--- src/rtl/fp_add_seq.sv ---
// fp_add_seq: multi-cycle IEEE-754 adder with 1-bit/cycle alignment and normalization.
// Subnormals are flushed to zero on input and output; rounding is round-to-nearest-even.
module fp_add_seq #(
    parameter int EXP_W = 8,
    parameter int MAN_W = 23
) (
    input  logic                 clk,
    input  logic                 rst,
    input  logic                 in_valid,
    output logic                 in_ready,
    input  logic [EXP_W+MAN_W:0] a,
    input  logic [EXP_W+MAN_W:0] b,
    output logic                 out_valid,
    input  logic                 out_ready,
    output logic [EXP_W+MAN_W:0] result,
    output logic                 busy
);
    localparam int W  = EXP_W + MAN_W + 1;
    localparam int SW = MAN_W + 5;
    localparam logic [EXP_W-1:0] EMAX  = '1;
    localparam logic [EXP_W-1:0] SHMAX = EXP_W'(SW - 1);
    localparam logic [EXP_W-1:0] D_ONE = EXP_W'(1);
    localparam logic [EXP_W:0]   E_ONE = (EXP_W + 1)'(1);
    localparam logic [W-1:0]     QNAN  = {1'b0, EMAX, 1'b1, {(MAN_W - 1){1'b0}}};

    typedef enum logic [2:0] {IDLE, UNPACK, ALIGN, ADD, NORM, ROUND, DONE} state_t;
    state_t state;

    logic [W-1:0]     ra, rb;
    logic             sign, sub;
    logic [EXP_W:0]   exp;
    logic [EXP_W-1:0] diff;
    logic [SW-1:0]    sig_l, sig_s;

    logic             sa, sb, sel, nan_a, nan_b, inf_a, inf_b;
    logic [EXP_W-1:0] ea, eb;
    logic [MAN_W-1:0] fa, fb;
    logic [SW-1:0]    sum;
    logic [MAN_W+1:0] rnd;
    logic [EXP_W:0]   exp_r;
    logic [MAN_W-1:0] frac_r;

    assign {sa, ea, fa} = ra;
    assign {sb, eb, fb} = rb;
    assign nan_a = ea == EMAX && fa != '0;
    assign nan_b = eb == EMAX && fb != '0;
    assign inf_a = ea == EMAX && fa == '0;
    assign inf_b = eb == EMAX && fb == '0;
    assign sel   = eb > ea || (eb == ea && fb > fa);

    // significand layout: carry | hidden | fraction | guard | round | sticky
    assign sum    = sub ? sig_l - sig_s : sig_l + sig_s;
    assign rnd    = {1'b0, sig_l[SW-2:3]} + (MAN_W + 2)'(sig_l[2] & (sig_l[1] | sig_l[0] | sig_l[3]));
    assign exp_r  = exp + (EXP_W + 1)'(rnd[MAN_W+1]);
    assign frac_r = rnd[MAN_W+1] ? rnd[MAN_W:1] : rnd[MAN_W-1:0];

    assign in_ready  = state == IDLE;
    assign out_valid = state == DONE;
    assign busy      = state != IDLE;

    always_ff @(posedge clk) begin
        if (rst) begin
            state  <= IDLE;
            result <= '0;
        end else begin
            case (state)
                IDLE: if (in_valid) begin
                    ra    <= a;
                    rb    <= b;
                    state <= UNPACK;
                end
                UNPACK: begin
                    state <= DONE;
                    if (nan_a || nan_b || (inf_a && inf_b && sa != sb)) result <= QNAN;
                    else if (inf_a) result <= ra;
                    else if (inf_b) result <= rb;
                    else if (ea == '0 && eb == '0) result <= {sa & sb, {(W - 1){1'b0}}};
                    else if (ea == '0) result <= rb;
                    else if (eb == '0) result <= ra;
                    else begin
                        sign  <= sel ? sb : sa;
                        sub   <= sa ^ sb;
                        exp   <= {1'b0, sel ? eb : ea};
                        diff  <= sel ? eb - ea : ea - eb;
                        sig_l <= {2'b01, sel ? fb : fa, 3'b000};
                        sig_s <= {2'b01, sel ? fa : fb, 3'b000};
                        state <= ea == eb ? ADD : ALIGN;
                    end
                end
                ALIGN: if (diff > SHMAX) begin
                    sig_s <= {{(SW - 1){1'b0}}, |sig_s};
                    state <= ADD;
                end else begin
                    sig_s <= {1'b0, sig_s[SW-1:2], |sig_s[1:0]};
                    diff  <= diff - D_ONE;
                    if (diff == D_ONE) state <= ADD;
                end
                ADD: if (sum == '0) begin
                    result <= {sign & ~sub, {(W - 1){1'b0}}};
                    state  <= DONE;
                end else begin
                    sig_l <= sum;
                    state <= (sum[SW-1] || !sum[SW-2]) ? NORM : ROUND;
                end
                NORM: if (sig_l[SW-1]) begin
                    sig_l <= {1'b0, sig_l[SW-1:2], |sig_l[1:0]};
                    exp   <= exp + E_ONE;
                    state <= ROUND;
                end else if (exp == E_ONE) begin
                    result <= {sign, {(W - 1){1'b0}}};
                    state  <= DONE;
                end else begin
                    sig_l <= sig_l << 1;
                    exp   <= exp - E_ONE;
                    if (sig_l[SW-3]) state <= ROUND;
                end
                ROUND: begin
                    result <= exp_r >= {1'b0, EMAX} ? {sign, EMAX, {MAN_W{1'b0}}} : {sign, exp_r[EXP_W-1:0], frac_r};
                    state  <= DONE;
                end
                DONE: if (out_ready) state <= IDLE;
                default: state <= IDLE;
            endcase
        end
    end
endmodule
--- config.mk ---
export PLATFORM = sky130hd
export DESIGN_NAME = fp_add_seq
export DESIGN_NICKNAME = d
export VERILOG_FILES = /design/src/rtl/fp_add_seq.sv
export SDC_FILE = /design/constraint.sdc
export NUM_CORES = 1
export LEC_CHECK = 0
export BUFFER_PORTS_ARGS = -buffer_cell sky130_fd_sc_hd__buf_4
export CAP_MARGIN = 20
export CORE_AREA = 2 2 145 147
export DETAILED_ROUTE_END_ITERATION = 12
export DIE_AREA = 0 0 147 149
export PLACE_DENSITY = 0.84
export SKIP_CTS_REPAIR_TIMING = 1
export SYNTH_ARGS = -nofsm -noshare
export SYNTH_HDL_FRONTEND = slang
export SYNTH_SLANG_ARGS = --single-unit
export TNS_END_PERCENT = 1
--- constraint.sdc ---
create_clock -name clk -period 20.3 [get_ports clk]
set_clock_uncertainty 0.1 [all_clocks]
set_input_delay 4.06 -clock clk [delete_from_list [all_inputs] [get_ports clk]]
set_output_delay 4.06 -clock clk [all_outputs]
set_load 0.05 [all_outputs]
==> summary.md <==
| Metric | Value |
|---|---|
| Mapped cell area | `13070 um^2` |
| Placed Instances | `about 1800` |
| Area Overhead vs Synth | `12.07%` |
| Ys flop type | `edfxtp_1` |
| Post-Syn Instances | `1487` |
| R2r setup slk | `~15000 ps` |
| Chip height | `149 um` |
| Commonest non-fill, non-tap cell in the layout | `nor2_1` |
| Largest net degree at the start of global routing | `65` |
| PD cells | `roughly 95 nW/um^2` |
| Sequential share of power | `0.357` |
| Peak VDD IR | `0.06727 mV` |
| Antenna violations before repair | `1` |
| Final Hold Vio Count | `0` |
| Int Power | `0.8201 mW` |
| Slew Limit Fails | `0` |
| Hold path startpoint | `result[9]` |
| Sequential share of the synthesized area | `0.3706` |
| Hold Crit Class | `reg2reg` |
| Drt pass-1 iters | `7` |
| Most frequent cells in the layout | `nor2_1 (139), edfxtp_1 (138), a21oi_1 (123), buf_4 (114), nand2_1 (90)` |
| Mapped Nets | `1633` |
| Setup-failing EPs final | `0` |
| Wirelength per Cell | `22.02 um` |
| RSZ-0062 raised after global routing | `no` |
| # nets final | `1687` |
| EDFF count, synth | `138` |
| CTS Buffer Depth | `2` |
| Worst setup path class | `reg2out` |
| Switch Pwr | `around 0.57 mW` |
| Fillers | `1569` |
| GP Congestion | `0.9328` |
| FF/Latch Area | `4845 um^2` |
| Max-cap violations | `0` |
| Sw frac | `0.4099` |
| Layout cell share with drive strength beyond 1 | `0.1139` |
| Clock slew seen by the registers of the worst setup and hold paths | `approximately 80 ps` |
| H-tree Lvls | `4` |
| Synth async-reset ratio | `0` |
| Final cell count without fillers | `1829` |
| Minimum clock period | `5931 ps` |
| Global Route Usage Sum | `0.3675` |
| First-pass GRT wire length | `62630 um` |
| Syn_area_per_cell | `8.792 um^2` |
| Die width | `around 150 um` |
| #FFs+latches synth | `173` |
| Gr ovfl total | `0` |
| Vias in the first global route | `11240` |
| IO buf count | `102` |
| DR DRC count | `0` |
| Pleak | `5.885 nW` |
| Clock group share of total power | `0.247` |
| Clk root buf | `clkbuf_16` |
| Fin Setup TNS | `0 ps` |
| Worst slew pin tran | `1058 ps` |
| Row Count | `53` |
| Crit share post-route | `0.2922` |
| Req. time, crit path | `16140 ps` |
| TritonCTS clock tree | `yes` |
| Post-synthesis cell type count | `74` |
| Syn. warnings | `0` |
| Max_slew headroom | `0.2892` |
| Clock sinks | `173` |
| F_max | `168.6 MHz` |
| Status | `finished, final reports clean` |
| Worst-Skew Late Latency | `450 ps` |
| IO Count | `103` |
| Hold_ws | `398.6 ps` |
| DRT Wirelength | `40270 um` |
| Area of the multi-input gates | `7684 um^2` |
| Antenna-violating nets left | `0` |
| PnR Total Power | `between 1 and 1.5 mW` |
| CP Capture Type | `primary output` |
| Hold depth | `2` |
| CTS Buf Count | `17` |
| Diodes inserted | `0` |
| FF-to-FF path depth | `18` |
| Critical R2R Capture | `sig_l[21]` |
| Hpwl dp | `30270 um` |
| Reg2reg start | `sig_s[2]` |
| Core area | `between 20000 and 25000 um^2` |
| Initial Util | `0.6360` |
| CP arrival | `1770 ps` |
| Total Die Area | `21900 um^2` |
| Hold endpoint | `result[9]` |
| Part of the power in combinational logic | `0.396` |
| 1st-iter DRT viols | `2185` |
| Maximum fanout along the worst path | `15` |
| Vias/cell | `between 6 and 7` |
| Worst setup SP type | `flop` |
| Via count | `12300` |
-- worst max-delay path by stage --
stage | startpoint | end | cells after the start | slack (ps)
global placement | rst | diff[6] | 4 | 14580
CTS | state[2] | in_ready | 3 | 14400
finish | state[2] | in_ready | 3 | 14370
detailed placement | rst | diff[7] | 4 | 14520
global route | state[2] | in_ready | 3 | 14310
floorplan | rst | ra[0] | 2 | 10640
-- layer usage --
metal / wire length, um / vias up / global-route usage
met1: 16470 / 5714 / 0.5408
met3: 5084 / 89 / 0.06881
met2: 17860 / 846 / 0.5653
met5: 14 / - / 0
li1: - / 5647 / -
met4: 836 / 2 / 0.08990
-- registers in the layout, summed over array words and instances (netlist names) --
name,flops
sign,1
state,3
result,32
sub,1
diff,8
exp,9
rb,32
ra,32
sig_s,27
sig_l,28
-- power groups by stage --
stage / registers (mW) / logic, mW / clock network, mW
after global placement: 0.499 / 0.520 / 0
after global routing: 0.500 / 0.594 / 0.356
after detailed placement: 0.500 / 0.528 / 0
after CTS: 0.492 / 0.534 / 0.343
after floorplan: 0.484 / 0.390 / 0
final: 0.496 / 0.550 / 0.343
-- final cells by class --
type                    instances  share of cell area
inverters                      71             0.01819
repair buffers                116             0.06106
clock inverters                15             0.01315
multi-input cells            1162              0.5244
clock buffers                  17             0.02903
well taps                     275             0.02348
flip-flops and latches        173              0.3307
-- cell usage after synthesis, drive strengths merged (3+ instances only) --
master	n	area [um^2]
nor2	139	521.8
edfxtp	138	4144
a21oi	124	624.4
nand2	91	341.6
o21ai	90	450.4
mux2i	80	800.8
nor3	77	401.6
ha	75	938.4
clkbuf	72	270.3
inv	70	262.8
nand3	58	290.3
xnor2	52	463.0
dfxtp	35	700.7
xor2	34	297.8
nand4	32	200.2
a21o	29	217.7
a31oi	22	137.6
nor4	22	143.9
o22ai	22	137.6
nor2b	20	125.1
and3	16	100.1
a211oi	14	105.1
o211ai	14	105.1
o21a	14	105.1
o221ai	13	113.9
nand2b	11	68.82
o22a	11	96.34
or4	11	93.84
and2	9	56.30
buf	9	45.04
or2	7	43.79
or3	7	43.79
a2111oi	4	35.03
and4	4	35.03
nor3b	4	30.03
o31ai	4	30.03
o41ai	4	35.03
a21boi	3	22.52
a2bb2oi	3	26.28
fa	3	60.06
nand3b	3	22.52
nor4b	3	26.28
o21bai	3	22.52
o31a	3	26.28
or3b	3	26.28
-- cells by family (layout without fill, tap and decap cells) --
| group | Yosys count | in the layout | synth area share |
|---|---|---|---|
| adders and majority gates | 78 | 78 | 0.07637 |
| AOI/OAI and AO/OA | 394 | 394 | 0.1873 |
| buffers and inverters | 152 | 219 | 0.04450 |
| muxes | 82 | 82 | 0.06297 |
| DFF | 173 | 173 | 0.3706 |
| and+or+nand+nor | 522 | 522 | 0.2001 |
| xor gates and xnor gates | 86 | 86 | 0.05819 |
-- through the flow --
step | cell area (um^2) | utilization | setup WS [ps]
floorplan | 13070 | - | 10640
global placement | 13990 | 0.6808 | 14580
detailed placement | 14010 | 0.6813 | 14520
CTS | 14620 | 0.7114 | 14400
global route | 14650 | 0.7127 | 14310
finish | 14650 | 0.7127 | 14370
-- critical path, stage by stage, from the launching register on --
cell     delay, ps
dfxtp_1        500
or3_1          550
inv_1           90
buf_4          190
No activity file was read; power rests on OpenSTA's default activity.
